`src/rtl/mips_ctrl_pkg.sv`:
```
// Shared encodings for the MIPS multicycle control unit and its datapath.
// The multiply/divide states exist only when CU_MULTDIV_EN is defined.
package mips_ctrl_pkg;

    localparam logic [5:0] OP_RTYPE = 6'h00;
    localparam logic [5:0] OP_J     = 6'h02;
    localparam logic [5:0] OP_JAL   = 6'h03;
    localparam logic [5:0] OP_BEQ   = 6'h04;
    localparam logic [5:0] OP_BNE   = 6'h05;
    localparam logic [5:0] OP_ADDI  = 6'h08;
    localparam logic [5:0] OP_LUI   = 6'h0F;
    localparam logic [5:0] OP_LW    = 6'h23;
    localparam logic [5:0] OP_SW    = 6'h2B;

    localparam logic [5:0] FN_JR    = 6'h08;
    localparam logic [5:0] FN_MFHI  = 6'h10;
    localparam logic [5:0] FN_MFLO  = 6'h12;
    localparam logic [5:0] FN_MULT  = 6'h18;
    localparam logic [5:0] FN_DIV   = 6'h1A;
    localparam logic [5:0] FN_ADD   = 6'h20;
    localparam logic [5:0] FN_SUB   = 6'h22;
    localparam logic [5:0] FN_AND   = 6'h24;

    localparam logic [2:0] ALU_PASS = 3'b000;
    localparam logic [2:0] ALU_ADD  = 3'b001;
    localparam logic [2:0] ALU_SUB  = 3'b010;
    localparam logic [2:0] ALU_AND  = 3'b011;
    localparam logic [2:0] ALU_CMP  = 3'b111;

    localparam logic [3:0] SRCD_ALUOUT  = 4'd0;
    localparam logic [3:0] SRCD_LS      = 4'd1;
    localparam logic [3:0] SRCD_HI      = 4'd2;
    localparam logic [3:0] SRCD_LO      = 4'd3;
    localparam logic [3:0] SRCD_LUI     = 4'd5;
    localparam logic [3:0] SRCD_SP_INIT = 4'd8;

    localparam logic [2:0] SRCW_RT = 3'd0;
    localparam logic [2:0] SRCW_RD = 3'd1;
    localparam logic [2:0] SRCW_SP = 3'd2;
    localparam logic [2:0] SRCW_RA = 3'd4;

    localparam logic [2:0] PCS_RESULT = 3'd0;
    localparam logic [2:0] PCS_ALUOUT = 3'd1;
    localparam logic [2:0] PCS_CONCAT = 3'd2;
    localparam logic [2:0] PCS_LS     = 3'd5;

    localparam logic [1:0] EXC_OPCODE   = 2'd0;
    localparam logic [1:0] EXC_OVERFLOW = 2'd1;
    localparam logic [1:0] EXC_DIVZERO  = 2'd2;

    localparam logic [1:0] IORD_PC     = 2'd0;
    localparam logic [1:0] IORD_ALUOUT = 2'd1;
    localparam logic [1:0] IORD_VECTOR = 2'd2;

    localparam logic [1:0] ALUA_PC   = 2'd0;
    localparam logic [1:0] ALUA_A    = 2'd1;
    localparam logic [1:0] ALUB_B    = 2'd0;
    localparam logic [1:0] ALUB_FOUR = 2'd1;
    localparam logic [1:0] ALUB_SEXT = 2'd2;
    localparam logic [1:0] ALUB_SHL2 = 2'd3;

    localparam logic [1:0] LS_WORD = 2'd0;
    localparam logic [1:0] LS_BYTE = 2'd2;

    typedef enum logic [5:0] {
        ST_RESET, ST_FETCH0, ST_FETCH_WAIT, ST_FETCH_LAST, ST_DECODE,
        ST_R_ADD, ST_R_SUB, ST_R_AND, ST_R_WB, ST_ADDI_ALU, ST_ADDI_WB,
        ST_LS_ADDR, ST_LW_READ, ST_LW_WAIT, ST_LW_WB, ST_SW_WRITE,
        ST_BR_TAKEN, ST_BR_NOT, ST_J, ST_JAL0, ST_JAL1, ST_JR, ST_LUI_WB,
`ifdef CU_MULTDIV_EN
        ST_MFHI_WB, ST_MFLO_WB, ST_MULT_START, ST_DIV_START, ST_MD_WAIT,
`endif
        ST_EXC0, ST_EXC1, ST_EXC_WAIT, ST_EXC_LAST
    } ctrlState_t;

    typedef struct packed {
        logic       pcWrite;
        logic       irWrite;
        logic       memWrite;
        logic       regWrite;
        logic       aluOutControl;
        logic       epcControl;
        logic       multControl;
        logic       divControl;
        logic [1:0] iord;
        logic [1:0] excpControl;
        logic [2:0] srcWrite;
        logic [3:0] srcData;
        logic [1:0] aluSrcA;
        logic [1:0] aluSrcB;
        logic [2:0] aluControl;
        logic [1:0] lsControl;
        logic [2:0] pcSource;
    } ctrlWord_t;

endpackage

```
`src/rtl/mips_ctrl_decode.sv`:
```
// State to control-word table for the MIPS control unit; purely combinational.
// MD states are decoded only when CU_MULTDIV_EN is defined.
module mips_ctrl_decode
    import mips_ctrl_pkg::*;
(
    input  ctrlState_t state,
    input  logic [1:0] excCode,
    output ctrlWord_t  ctrl
);

    always_comb begin
        ctrl = '0;
        case (state)
            ST_RESET: begin
                ctrl.regWrite = 1'b1;
                ctrl.srcWrite = SRCW_SP;
                ctrl.srcData  = SRCD_SP_INIT;
            end
            ST_FETCH0, ST_FETCH_WAIT, ST_FETCH_LAST: begin
                ctrl.iord       = IORD_PC;
                ctrl.aluSrcA    = ALUA_PC;
                ctrl.aluSrcB    = ALUB_FOUR;
                ctrl.aluControl = ALU_ADD;
                ctrl.pcSource   = PCS_RESULT;
                ctrl.irWrite    = (state == ST_FETCH_LAST);
                ctrl.pcWrite    = (state == ST_FETCH_LAST);
            end
            ST_DECODE: begin
                ctrl.aluSrcA       = ALUA_PC;
                ctrl.aluSrcB       = ALUB_SHL2;
                ctrl.aluControl    = ALU_ADD;
                ctrl.aluOutControl = 1'b1;
            end
            ST_R_ADD, ST_R_SUB, ST_R_AND: begin
                ctrl.aluSrcA       = ALUA_A;
                ctrl.aluSrcB       = ALUB_B;
                ctrl.aluOutControl = 1'b1;
                ctrl.aluControl    = (state == ST_R_SUB) ? ALU_SUB :
                                     (state == ST_R_AND) ? ALU_AND : ALU_ADD;
            end
            ST_R_WB: begin
                ctrl.regWrite = 1'b1;
                ctrl.srcWrite = SRCW_RD;
                ctrl.srcData  = SRCD_ALUOUT;
            end
            ST_ADDI_ALU, ST_LS_ADDR: begin
                ctrl.aluSrcA       = ALUA_A;
                ctrl.aluSrcB       = ALUB_SEXT;
                ctrl.aluControl    = ALU_ADD;
                ctrl.aluOutControl = 1'b1;
            end
            ST_ADDI_WB: begin
                ctrl.regWrite = 1'b1;
                ctrl.srcWrite = SRCW_RT;
                ctrl.srcData  = SRCD_ALUOUT;
            end
            ST_LW_READ, ST_LW_WAIT: begin
                ctrl.iord      = IORD_ALUOUT;
                ctrl.lsControl = LS_WORD;
            end
            ST_LW_WB: begin
                ctrl.regWrite  = 1'b1;
                ctrl.srcWrite  = SRCW_RT;
                ctrl.srcData   = SRCD_LS;
                ctrl.lsControl = LS_WORD;
            end
            ST_SW_WRITE: begin
                ctrl.iord      = IORD_ALUOUT;
                ctrl.memWrite  = 1'b1;
                ctrl.lsControl = LS_WORD;
            end
            ST_BR_TAKEN, ST_BR_NOT: begin
                ctrl.aluSrcA    = ALUA_A;
                ctrl.aluSrcB    = ALUB_B;
                ctrl.aluControl = ALU_CMP;
                ctrl.pcSource   = PCS_ALUOUT;
                ctrl.pcWrite    = (state == ST_BR_TAKEN);
            end
            ST_J: begin
                ctrl.pcSource = PCS_CONCAT;
                ctrl.pcWrite  = 1'b1;
            end
            ST_JAL0: begin
                ctrl.aluSrcA       = ALUA_PC;
                ctrl.aluControl    = ALU_PASS;
                ctrl.aluOutControl = 1'b1;
            end
            ST_JAL1: begin
                ctrl.regWrite = 1'b1;
                ctrl.srcWrite = SRCW_RA;
                ctrl.srcData  = SRCD_ALUOUT;
                ctrl.pcSource = PCS_CONCAT;
                ctrl.pcWrite  = 1'b1;
            end
            ST_JR: begin
                ctrl.aluSrcA    = ALUA_A;
                ctrl.aluControl = ALU_PASS;
                ctrl.pcSource   = PCS_RESULT;
                ctrl.pcWrite    = 1'b1;
            end
            ST_LUI_WB: begin
                ctrl.regWrite = 1'b1;
                ctrl.srcWrite = SRCW_RT;
                ctrl.srcData  = SRCD_LUI;
            end
`ifdef CU_MULTDIV_EN
            ST_MFHI_WB, ST_MFLO_WB: begin
                ctrl.regWrite = 1'b1;
                ctrl.srcWrite = SRCW_RD;
                ctrl.srcData  = (state == ST_MFHI_WB) ? SRCD_HI : SRCD_LO;
            end
            ST_MULT_START: ctrl.multControl = 1'b1;
            ST_DIV_START:  ctrl.divControl  = 1'b1;
`endif
            ST_EXC0: begin
                ctrl.aluSrcA    = ALUA_PC;
                ctrl.aluSrcB    = ALUB_FOUR;
                ctrl.aluControl = ALU_SUB;
                ctrl.epcControl = 1'b1;
            end
            ST_EXC1, ST_EXC_WAIT, ST_EXC_LAST: begin
                ctrl.iord        = IORD_VECTOR;
                ctrl.excpControl = excCode;
                ctrl.lsControl   = (state == ST_EXC_LAST) ? LS_BYTE : LS_WORD;
                ctrl.pcSource    = (state == ST_EXC_LAST) ? PCS_LS : PCS_RESULT;
                ctrl.pcWrite     = (state == ST_EXC_LAST);
            end
            default: ;
        endcase
    end

endmodule

```
`src/rtl/mips_control_unit.sv`:
```
// Multicycle MIPS control FSM: next-state logic, exception-code latch and wait counter.
// Define CU_MULTDIV_EN to decode mult, div, mfhi and mflo.
module mips_control_unit
    import mips_ctrl_pkg::*;
#(
    parameter int FETCH_WAIT = 1
) (
    input  logic       clk,
    input  logic       reset,
    input  logic [5:0] opcode,
    input  logic [5:0] funct,
    input  logic       zero,
    input  logic       eq,
    input  logic       gt,
    input  logic       lt,
    input  logic       o,
    input  logic       md_done,
    input  logic       div_zero,
    output logic       pcWrite,
    output logic       irWrite,
    output logic       memWrite,
    output logic       regWrite,
    output logic       aluOutControl,
    output logic       epcControl,
    output logic       multControl,
    output logic       divControl,
    output logic [1:0] iord,
    output logic [1:0] excpControl,
    output logic [2:0] srcWrite,
    output logic [3:0] srcData,
    output logic [1:0] aluSrcA,
    output logic [1:0] aluSrcB,
    output logic [2:0] aluControl,
    output logic [1:0] lsControl,
    output logic [2:0] pcSource
);

    // state          | meaning
    // RESET          | SP <- 227
    // FETCH0..LAST   | IR <- mem[PC], PC <- PC+4 after FETCH_WAIT wait states
    // DECODE         | ALUOut <- branch target; branch on class, eq and div_zero
    // R_*/ADDI_*     | ALU op (o sampled here), then register write-back
    // LS_ADDR/LW/SW  | address calc, read with wait states or write
    // BR_TAKEN/NOT   | compare A,B; PC <- ALUOut only in TAKEN
    // J/JAL0-1/JR    | jumps, JAL writes PC to r31
    // MFHI..MD_WAIT  | multiply/divide start and wait for md_done
    // EXC0..EXC_LAST | EPC <- PC-4, read vector, PC <- vector

    localparam int WCW = (FETCH_WAIT > 1) ? $clog2(FETCH_WAIT) : 1;
    localparam logic [WCW-1:0] WAIT_LOAD = WCW'((FETCH_WAIT > 0) ? FETCH_WAIT - 1 : 0);

    ctrlState_t     state;
    logic [1:0]     excCode;
    logic [WCW-1:0] waitCnt;
    ctrlWord_t      ctrl;

    always_ff @(posedge clk or posedge reset) begin
        if (reset) begin
            state   <= ST_RESET;
            excCode <= EXC_OPCODE;
            waitCnt <= '0;
        end else begin
            case (state)
                ST_RESET: state <= ST_FETCH0;
                ST_FETCH0: begin
                    waitCnt <= WAIT_LOAD;
                    state   <= (FETCH_WAIT > 0) ? ST_FETCH_WAIT : ST_FETCH_LAST;
                end
                ST_FETCH_WAIT: begin
                    if (waitCnt == '0) state <= ST_FETCH_LAST;
                    else               waitCnt <= waitCnt - 1'b1;
                end
                ST_FETCH_LAST: state <= ST_DECODE;
                ST_DECODE: begin
                    case (opcode)
                        OP_RTYPE: begin
                            case (funct)
                                FN_ADD: state <= ST_R_ADD;
                                FN_SUB: state <= ST_R_SUB;
                                FN_AND: state <= ST_R_AND;
                                FN_JR:  state <= ST_JR;
`ifdef CU_MULTDIV_EN
                                FN_MFHI: state <= ST_MFHI_WB;
                                FN_MFLO: state <= ST_MFLO_WB;
                                FN_MULT: state <= ST_MULT_START;
                                FN_DIV: begin
                                    if (div_zero) begin
                                        state   <= ST_EXC0;
                                        excCode <= EXC_DIVZERO;
                                    end else begin
                                        state   <= ST_DIV_START;
                                    end
                                end
`endif
                                default: begin
                                    state   <= ST_EXC0;
                                    excCode <= EXC_OPCODE;
                                end
                            endcase
                        end
                        OP_ADDI:      state <= ST_ADDI_ALU;
                        OP_LW, OP_SW: state <= ST_LS_ADDR;
                        // Branch outcome is captured into the state so pcWrite stays a state decode
                        OP_BEQ:       state <= eq ? ST_BR_TAKEN : ST_BR_NOT;
                        OP_BNE:       state <= eq ? ST_BR_NOT : ST_BR_TAKEN;
                        OP_J:         state <= ST_J;
                        OP_JAL:       state <= ST_JAL0;
                        OP_LUI:       state <= ST_LUI_WB;
                        default: begin
                            state   <= ST_EXC0;
                            excCode <= EXC_OPCODE;
                        end
                    endcase
                end
                ST_R_ADD, ST_R_SUB, ST_ADDI_ALU: begin
                    if (o) begin
                        state   <= ST_EXC0;
                        excCode <= EXC_OVERFLOW;
                    end else begin
                        state   <= (state == ST_ADDI_ALU) ? ST_ADDI_WB : ST_R_WB;
                    end
                end
                ST_R_AND:   state <= ST_R_WB;
                ST_LS_ADDR: state <= (opcode == OP_SW) ? ST_SW_WRITE : ST_LW_READ;
                ST_LW_READ: begin
                    waitCnt <= WAIT_LOAD;
                    state   <= (FETCH_WAIT > 0) ? ST_LW_WAIT : ST_LW_WB;
                end
                ST_LW_WAIT: begin
                    if (waitCnt == '0) state <= ST_LW_WB;
                    else               waitCnt <= waitCnt - 1'b1;
                end
                ST_JAL0: state <= ST_JAL1;
`ifdef CU_MULTDIV_EN
                ST_MULT_START, ST_DIV_START: state <= ST_MD_WAIT;
                ST_MD_WAIT: if (md_done) state <= ST_FETCH0;
`endif
                ST_EXC0: state <= ST_EXC1;
                ST_EXC1: begin
                    waitCnt <= WAIT_LOAD;
                    state   <= (FETCH_WAIT > 0) ? ST_EXC_WAIT : ST_EXC_LAST;
                end
                ST_EXC_WAIT: begin
                    if (waitCnt == '0) state <= ST_EXC_LAST;
                    else               waitCnt <= waitCnt - 1'b1;
                end
                default: state <= ST_FETCH0;
            endcase
        end
    end

    mips_ctrl_decode uDecode (
        .state   (state),
        .excCode (excCode),
        .ctrl    (ctrl)
    );

    assign pcWrite       = ctrl.pcWrite;
    assign irWrite       = ctrl.irWrite;
    assign memWrite      = ctrl.memWrite;
    assign regWrite      = ctrl.regWrite;
    assign aluOutControl = ctrl.aluOutControl;
    assign epcControl    = ctrl.epcControl;
    assign iord          = ctrl.iord;
    assign excpControl   = ctrl.excpControl;
    assign srcWrite      = ctrl.srcWrite;
    assign srcData       = ctrl.srcData;
    assign aluSrcA       = ctrl.aluSrcA;
    assign aluSrcB       = ctrl.aluSrcB;
    assign aluControl    = ctrl.aluControl;
    assign lsControl     = ctrl.lsControl;
    assign pcSource      = ctrl.pcSource;

    logic unusedInputs;
`ifdef CU_MULTDIV_EN
    assign multControl  = ctrl.multControl;
    assign divControl   = ctrl.divControl;
    assign unusedInputs = ^{zero, gt, lt};
`else
    assign multControl  = 1'b0;
    assign divControl   = 1'b0;
    assign unusedInputs = ^{zero, gt, lt, md_done, div_zero, ctrl.multControl, ctrl.divControl};
`endif

endmodule

```
`config.mk`:
```
export PLATFORM = sky130hd
export DESIGN_NAME = mips_control_unit
export DESIGN_NICKNAME = d
export VERILOG_FILES = /design/src/rtl/mips_ctrl_pkg.sv /design/src/rtl/mips_ctrl_decode.sv /design/src/rtl/mips_control_unit.sv
export SDC_FILE = /design/constraint.sdc
export NUM_CORES = 1
export LEC_CHECK = 0
export ABC_AREA = 1
export CAP_MARGIN = 20
export CELL_PAD_IN_SITES_DETAIL_PLACEMENT = 1
export CELL_PAD_IN_SITES_GLOBAL_PLACEMENT = 1
export CORE_MARGIN = 4
export CORE_UTILIZATION = 23
export DETAILED_ROUTE_END_ITERATION = 10
export PLACE_DENSITY = 0.73
export SLEW_MARGIN = 20
export SYNTH_ARGS = -nofsm -noshare
export SYNTH_HDL_FRONTEND = slang
export SYNTH_SLANG_ARGS = --single-unit
```
`constraint.sdc`:
```
create_clock -name clk -period 1.4 [get_ports clk]
set_clock_uncertainty 0.05 [all_clocks]
set_input_delay 0.28 -clock clk [delete_from_list [all_inputs] [get_ports clk]]
set_output_delay 0.28 -clock clk [all_outputs]
set_load 0.005 [all_outputs]
```
---- After elaboration in Yosys (flattened, before gate mapping) ----
Index checks and enable logic that the tools add are counted.
W data, S select, Z words.
storage, ports and cells
  register bits after elaboration ......... 9
  input port bits ......................... 21
  output and inout bits ................... 31
  word-level logic and storage cells ...... 108
operators by class
  add/sub/neg operators ................... 1
  eq/ne operators ......................... 44
  muxes and demuxes ....................... 35
  reductions and logical operators ........ 25
operator list
  operator              count
  $pmux W6 S13          1
  $eq A6 B4 Y1 const B  11
  $eq A6 B5 Y1 const B  11
  $pmux W6 S8           1
  $eq A6 B3 Y1 const B  6
  $pmux W7 S5           1
  $eq A6 B6 Y1 const B  5
  $eq A6 B2 Y1 const B  4
  $reduce_or A3 Y1      8
  $pmux W5 S4           1
  $mux W6               3
  $mux W2               8
  $reduce_or A8 Y1      2
  $logic_not A6 Y1      2
  $pmux W2 S2           3
  $pmux W3 S4           1
  $reduce_or A6 Y1      2
  $ne A2 B2 Y1 const B  5
  $mux W1               9
  $pmux W3 S3           1
  $reduce_or A2 Y1      4
  $reduce_or A4 Y1      2
  $reduce_or A7 Y1      1
  $eq A6 B1 Y1 const B  1
  10 further kinds      12

---- Depth between registers and ports, before layout ----
  word-level depth ........................ 5
  depth in mapped cells ................... 11
  depth with buffers taken out ............ 11

---- Modules after synthesis ----
Synthesis repeated with hierarchy kept, for this count alone.
unflattened totals
  cell total of the unflattened synthesis .. 253
  area, all modules ....................... 1300.0 sq um
by module, submodules not included
  module             instances  cells an instance  area an instance (sq um)  seq. area each (sq um)
  mips_control_unit  1          157                844.6                     150.1
  mips_ctrl_decode   1          96                 455.4                     0.0

---- Least setup slack after synthesis ----
OpenSTA, ideal clock, no wires.
  path type ............................... register to output
  from .................................... register state[0]
  to ...................................... output aluControl[0]
  data arrival time ....................... 1114 ps
  data required time ...................... 1070 ps
  setup slack ............................. -44 ps
  cell stages (with the launch flop) ...... 8
  buffers on the path ..................... 0
  cells stage by stage .................... dfrtp_1 -> nor2_1 -> nand2_2 -> nor2_4 -> a21oi_2 -> nand2_1 -> nor3_1 -> nand3_1
between the ends
  longest elaborated chain between the ends .. 3
  elaborated cells on any way between the ends .. 17
  those cells by class .................... 12 x eq/ne; 2 x mux; 3 x reduce/logical
RTL lines
  element                                                    line                      RTL
  start, declared                                            mips_control_unit.sv:52   ctrlState_t state;
  start signal, assigned                                     mips_control_unit.sv:67   state <= (FETCH_WAIT > 0) ? ST_FETCH_WAIT : ST_FETCH_LAST;
  start signal, assigned                                     mips_control_unit.sv:104  OP_BEQ: state <= eq ? ST_BR_TAKEN : ST_BR_NOT;
  start signal, assigned                                     mips_control_unit.sv:105  OP_BNE: state <= eq ? ST_BR_NOT : ST_BR_TAKEN;
  $eq A6 B4 Y1 (tied with other cells)                       mips_ctrl_decode.sv:13    case (state)
  $reduce_or A6 Y1 (no source line) (tied with other cells)  --
  $pmux W3 S4 *                                              mips_ctrl_decode.sv:13
  end, declared                                              mips_control_unit.sv:33   output logic [2:0] aluControl,
Every way passes the cells marked *; elsewhere a longest branch is shown, timed or not.

---- Worst setup path after layout ----
  from .................................... register state[3]
  to ...................................... output pcWrite
between the ends
  longest elaborated chain between the ends .. 3
  elaborated cells on any way between the ends .. 16
  those cells by class .................... 11 x eq/ne; 1 x mux; 4 x reduce/logical
RTL lines
  element                                   line                     RTL
  $eq A6 B5 Y1 (tied with other cells)      mips_ctrl_decode.sv:13
  $reduce_or A3 Y1 (tied with other cells)  mips_ctrl_decode.sv:13
  $pmux W1 S4 *                             mips_ctrl_decode.sv:13
  end, declared                             mips_control_unit.sv:19  output logic pcWrite,
Marked as above.

==> out/metrics.json <==
{
  "outcome": {
    "status": "complete, but fails checks",
    "violations": "negative setup slack"
  },
  "setup_path": {
    "end_of_the_worst_register_to_register_path": "excCode[0]$_DFFE_PP0P_",
    "critical_path.startpoint": "state[3]$_DFF_PP0_",
    "endpoint_kind": "output pin",
    "r2r_slack_ns": -0.53,
    "crit-reg2reg-launch": "state[1]$_DFF_PP0_",
    "setup.worst_path.end": "pcWrite",
    "cp.arrival_ns": 1.65,
    "path_class": "reg2out",
    "worstPathRequired_ns": 1.07,
    "reg2regPathDepth": 13,
    "critical_path.startpoint_type": "register",
    "critPathMaxFanout": 3
  },
  "floorplan": {
    "initial_core_util_pct": 24.3,
    "ioPinCount": 52,
    "horizontal_extent_of_the_die_um": 76.8,
    "num_rows": 24,
    "die_y_um": 76.8,
    "fp.coreArea_um2": 4470,
    "fp.dieArea_um2": 5900
  },
  "timing": {
    "timing.final.ws_setup_ns": -0.579,
    "final-setup-viol-count": 31,
    "layout_worst_path_cycle_share_pct": 141,
    "unrepaired_setup_endpoints_after_global_routing": "yes",
    "final-hold-violation-count": 0,
    "fmax_mhz": 505,
    "final.min_clock_period_ns": 1.98,
    "maxSlewViolCount": 0
  },
  "global_routing": {
    "grt_pass1_vias": 2337,
    "grt_first_pass_wirelength_mm": 12.7,
    "antenna_found_initial": 0,
    "track_usage_pct": 27.6,
    "grt_overflow": 0,
    "grt_max_degree": 8
  },
  "place": {
    "postPlaceCellArea_um2": 1970,
    "hpwl_mm": 4.06,
    "placement.setup.worst_slack_ns": -0.722,
    "port_buffers": 40,
    "gp_congestion": 0.852
  },
  "synthesis": {
    "yosys-top-cells-count": "sky130_fd_sc_hd__nand2_1 (49), sky130_fd_sc_hd__nor2_1 (44), sky130_fd_sc_hd__inv_1 (29), sky130_fd_sc_hd__nand3_1 (18), sky130_fd_sc_hd__o21ai_0 (8)",
    "yosys_warnings": 0,
    "synth_area_um2": 1090,
    "number_of_enable_type_register_cells_in_the_synthesized_netlist": 0,
    "yosysSeqAreaShare_pct": 13.8,
    "post_synth_inst_count": 206,
    "synth-main-ff-cell": "sky130_fd_sc_hd__dfrtp_1",
    "postSynthRegisterBits": 6,
    "synth_area_leader_cell": "sky130_fd_sc_hd__nand2_1",
    "synth_most_common_cell": "sky130_fd_sc_hd__nand2_1",
    "postSynthAreaPerCell_um2": 5.28,
    "netlist.area_leader.share_pct": 16.9,
    "synthArstFlopShare_pct": 100,
    "synth.top_cells.by_area": "sky130_fd_sc_hd__nand2_1 (17%), sky130_fd_sc_hd__nor2_1 (15%), sky130_fd_sc_hd__dfrtp_1 (14%)",
    "ys_types": 29
  },
  "cts": {
    "cts.htree.levels": 1,
    "cts.clk_slew.worst_paths_ns": 0.05,
    "clock_latency_ns": 0.24,
    "maximum_root_to_sink_buffer_count": 2,
    "cts_tree": "built",
    "clock-root-buffer": "sky130_fd_sc_hd__clkbuf_8",
    "tritoncts_num_sinks": 6,
    "post_cts_hold_buffer_count": 0,
    "cts_buffers": 3
  },
  "job": {
    "cap_viol_max_count": 0
  },
  "detailed_routing": {
    "drt_first_pass_iters": 5,
    "routed-via-count": 2088,
    "drc": 0,
    "drtIter0Drc": 156,
    "route.antenna.remaining_nets": 0,
    "routed_length_per_instance_um": 23.2,
    "route.final.wire_length_mm": 9.26,
    "routed_via_density": 5.23
  },
  "power_and_ir_drop": {
    "power_leakage_nw": 1.58,
    "sequentialPowerShare_pct": 8.3,
    "p_comb_share_pct": 85.8,
    "total_power_w": 0.00512,
    "cellPowerDensity_nw_per_um2": 1780,
    "cellInternalPower_w": 0.00258,
    "pwr-share-clk_pct": 5.9,
    "p_sw_share_pct": 49.6,
    "ir_drop_mv": 0.627,
    "net_switching_w": 0.00254
  },
  "cells_and_area": {
    "drive_gt1_share_pct": 64.8,
    "layout.cell_area.non_filler_um2": 2870,
    "layout_overhead_on_the_synthesized_area_pct": 164,
    "antennaDiodeCount": 0,
    "nets": 370,
    "utilization_pct": 64.2
  },
  "min_path": {
    "class_of_the_worst_hold_path": "in2async"
  }
}
cells in the final DEF, fill, tap and decap left out, types with 4 or more instances in the layout:
cell type	n
sky130_fd_sc_hd__conb_1	6
sky130_fd_sc_hd__buf_2	16
sky130_fd_sc_hd__buf_4	56
sky130_fd_sc_hd__nand3_1	11
sky130_fd_sc_hd__nand2_8	4
sky130_fd_sc_hd__nand3_2	7
sky130_fd_sc_hd__nand2_2	10
sky130_fd_sc_hd__nor2_1	22
sky130_fd_sc_hd__inv_4	4
sky130_fd_sc_hd__dfrtp_2	4
sky130_fd_sc_hd__nand2_1	32
sky130_fd_sc_hd__buf_6	51
sky130_fd_sc_hd__o21ai_2	5
sky130_fd_sc_hd__inv_1	21
sky130_fd_sc_hd__nand2_4	11
sky130_fd_sc_hd__nor2_2	9
sky130_fd_sc_hd__clkdlybuf4s50_1	10
sky130_fd_sc_hd__inv_2	9
sky130_fd_sc_hd__nor2_4	18
metrics by stage:
stage	TNS (ns)	hold WS, ns	instances
after CTS	-9.98	0.237	389
after global placement	-15.60	0.463	355
after detailed placement	-16.45	0.469	355
after floorplan	-0.0507	0.0210	211
final	-14.30	0.255	399
after global routing	-15.19	0.290	399
registers in the layout, indices dropped and copies added, names as in the netlist:
signal / count
state: 5
excCode: 1
worst max-delay path, cell delays in order, from the launching register on:
cell                       delay (ns)
sky130_fd_sc_hd__dfrtp_2         0.47
sky130_fd_sc_hd__nor2_4          0.18
sky130_fd_sc_hd__buf_6           0.14
sky130_fd_sc_hd__nand2_8         0.06
sky130_fd_sc_hd__nor2_4          0.15
sky130_fd_sc_hd__buf_6           0.13
sky130_fd_sc_hd__nor2_2          0.03
sky130_fd_sc_hd__o211ai_1        0.09
sky130_fd_sc_hd__buf_2           0.15
cell families (layout without fill, tap and decap cells):
family	Yosys count	after routing	synth area share, %
buffers and inverters	43	179	17.9
flip-flops	6	6	13.8
AND/OR/NAND/NOR	135	135	56.4
AO/OA/AOI/OAI	21	21	11.5
other	1	6	0.344
layer usage:
layer	vias to the layer above	global-route usage (%)	part of all wire, %
li1	914	-	-
met1	1028	28.9	36
met2	105	51.9	53
met3	41	5.04	5.1
met4	0	14.1	5.5
met5	-	0	0
power groups by stage:
| stage | combinational (W) | sequential (W) | clock, W |
|---|---|---|---|
| finish | 0.00439 | 0.000424 | 0.000304 |
| global route | 0.00457 | 0.000428 | 0.000306 |
| CTS | 0.00347 | 0.000391 | 0.000271 |
| detailed placement | 0.00231 | 0.000367 | 0 |
| global placement | 0.00225 | 0.000363 | 0 |
| floorplan | 0.000974 | 0.000343 | 0 |
repair_timing:
item                       CTS  global route
pin swaps                   37            32
setup endpoints to repair   31            31
resized for setup          214            63
buffers inserted            33            13
area by class of cell:
class / instances / area, um2
repair buffers: 141 / 1290
flip-flops and latches: 6 / 155
inverters: 35 / 146
multi-input cells: 162 / 1180
fillers: 540 / 1600
well taps: 52 / 65.1
clock buffers: 3 / 41.3
how the worst min path moves through the flow:
stage | start | end | slack (ns) | depth (start not counted)
after floorplan | reset | excCode[0]$_DFFE_PP0P_ | 0.02 | 1
after global placement | reset | state[4]$_DFF_PP0_ | 0.46 | 2
final | reset | state[1]$_DFF_PP0_ | 0.25 | 2
after CTS | reset | state[4]$_DFF_PP0_ | 0.24 | 2
after global routing | reset | state[2]$_DFF_PP0_ | 0.29 | 2
after detailed placement | reset | state[4]$_DFF_PP0_ | 0.47 | 2
Power figures use the tool's default switching activity.
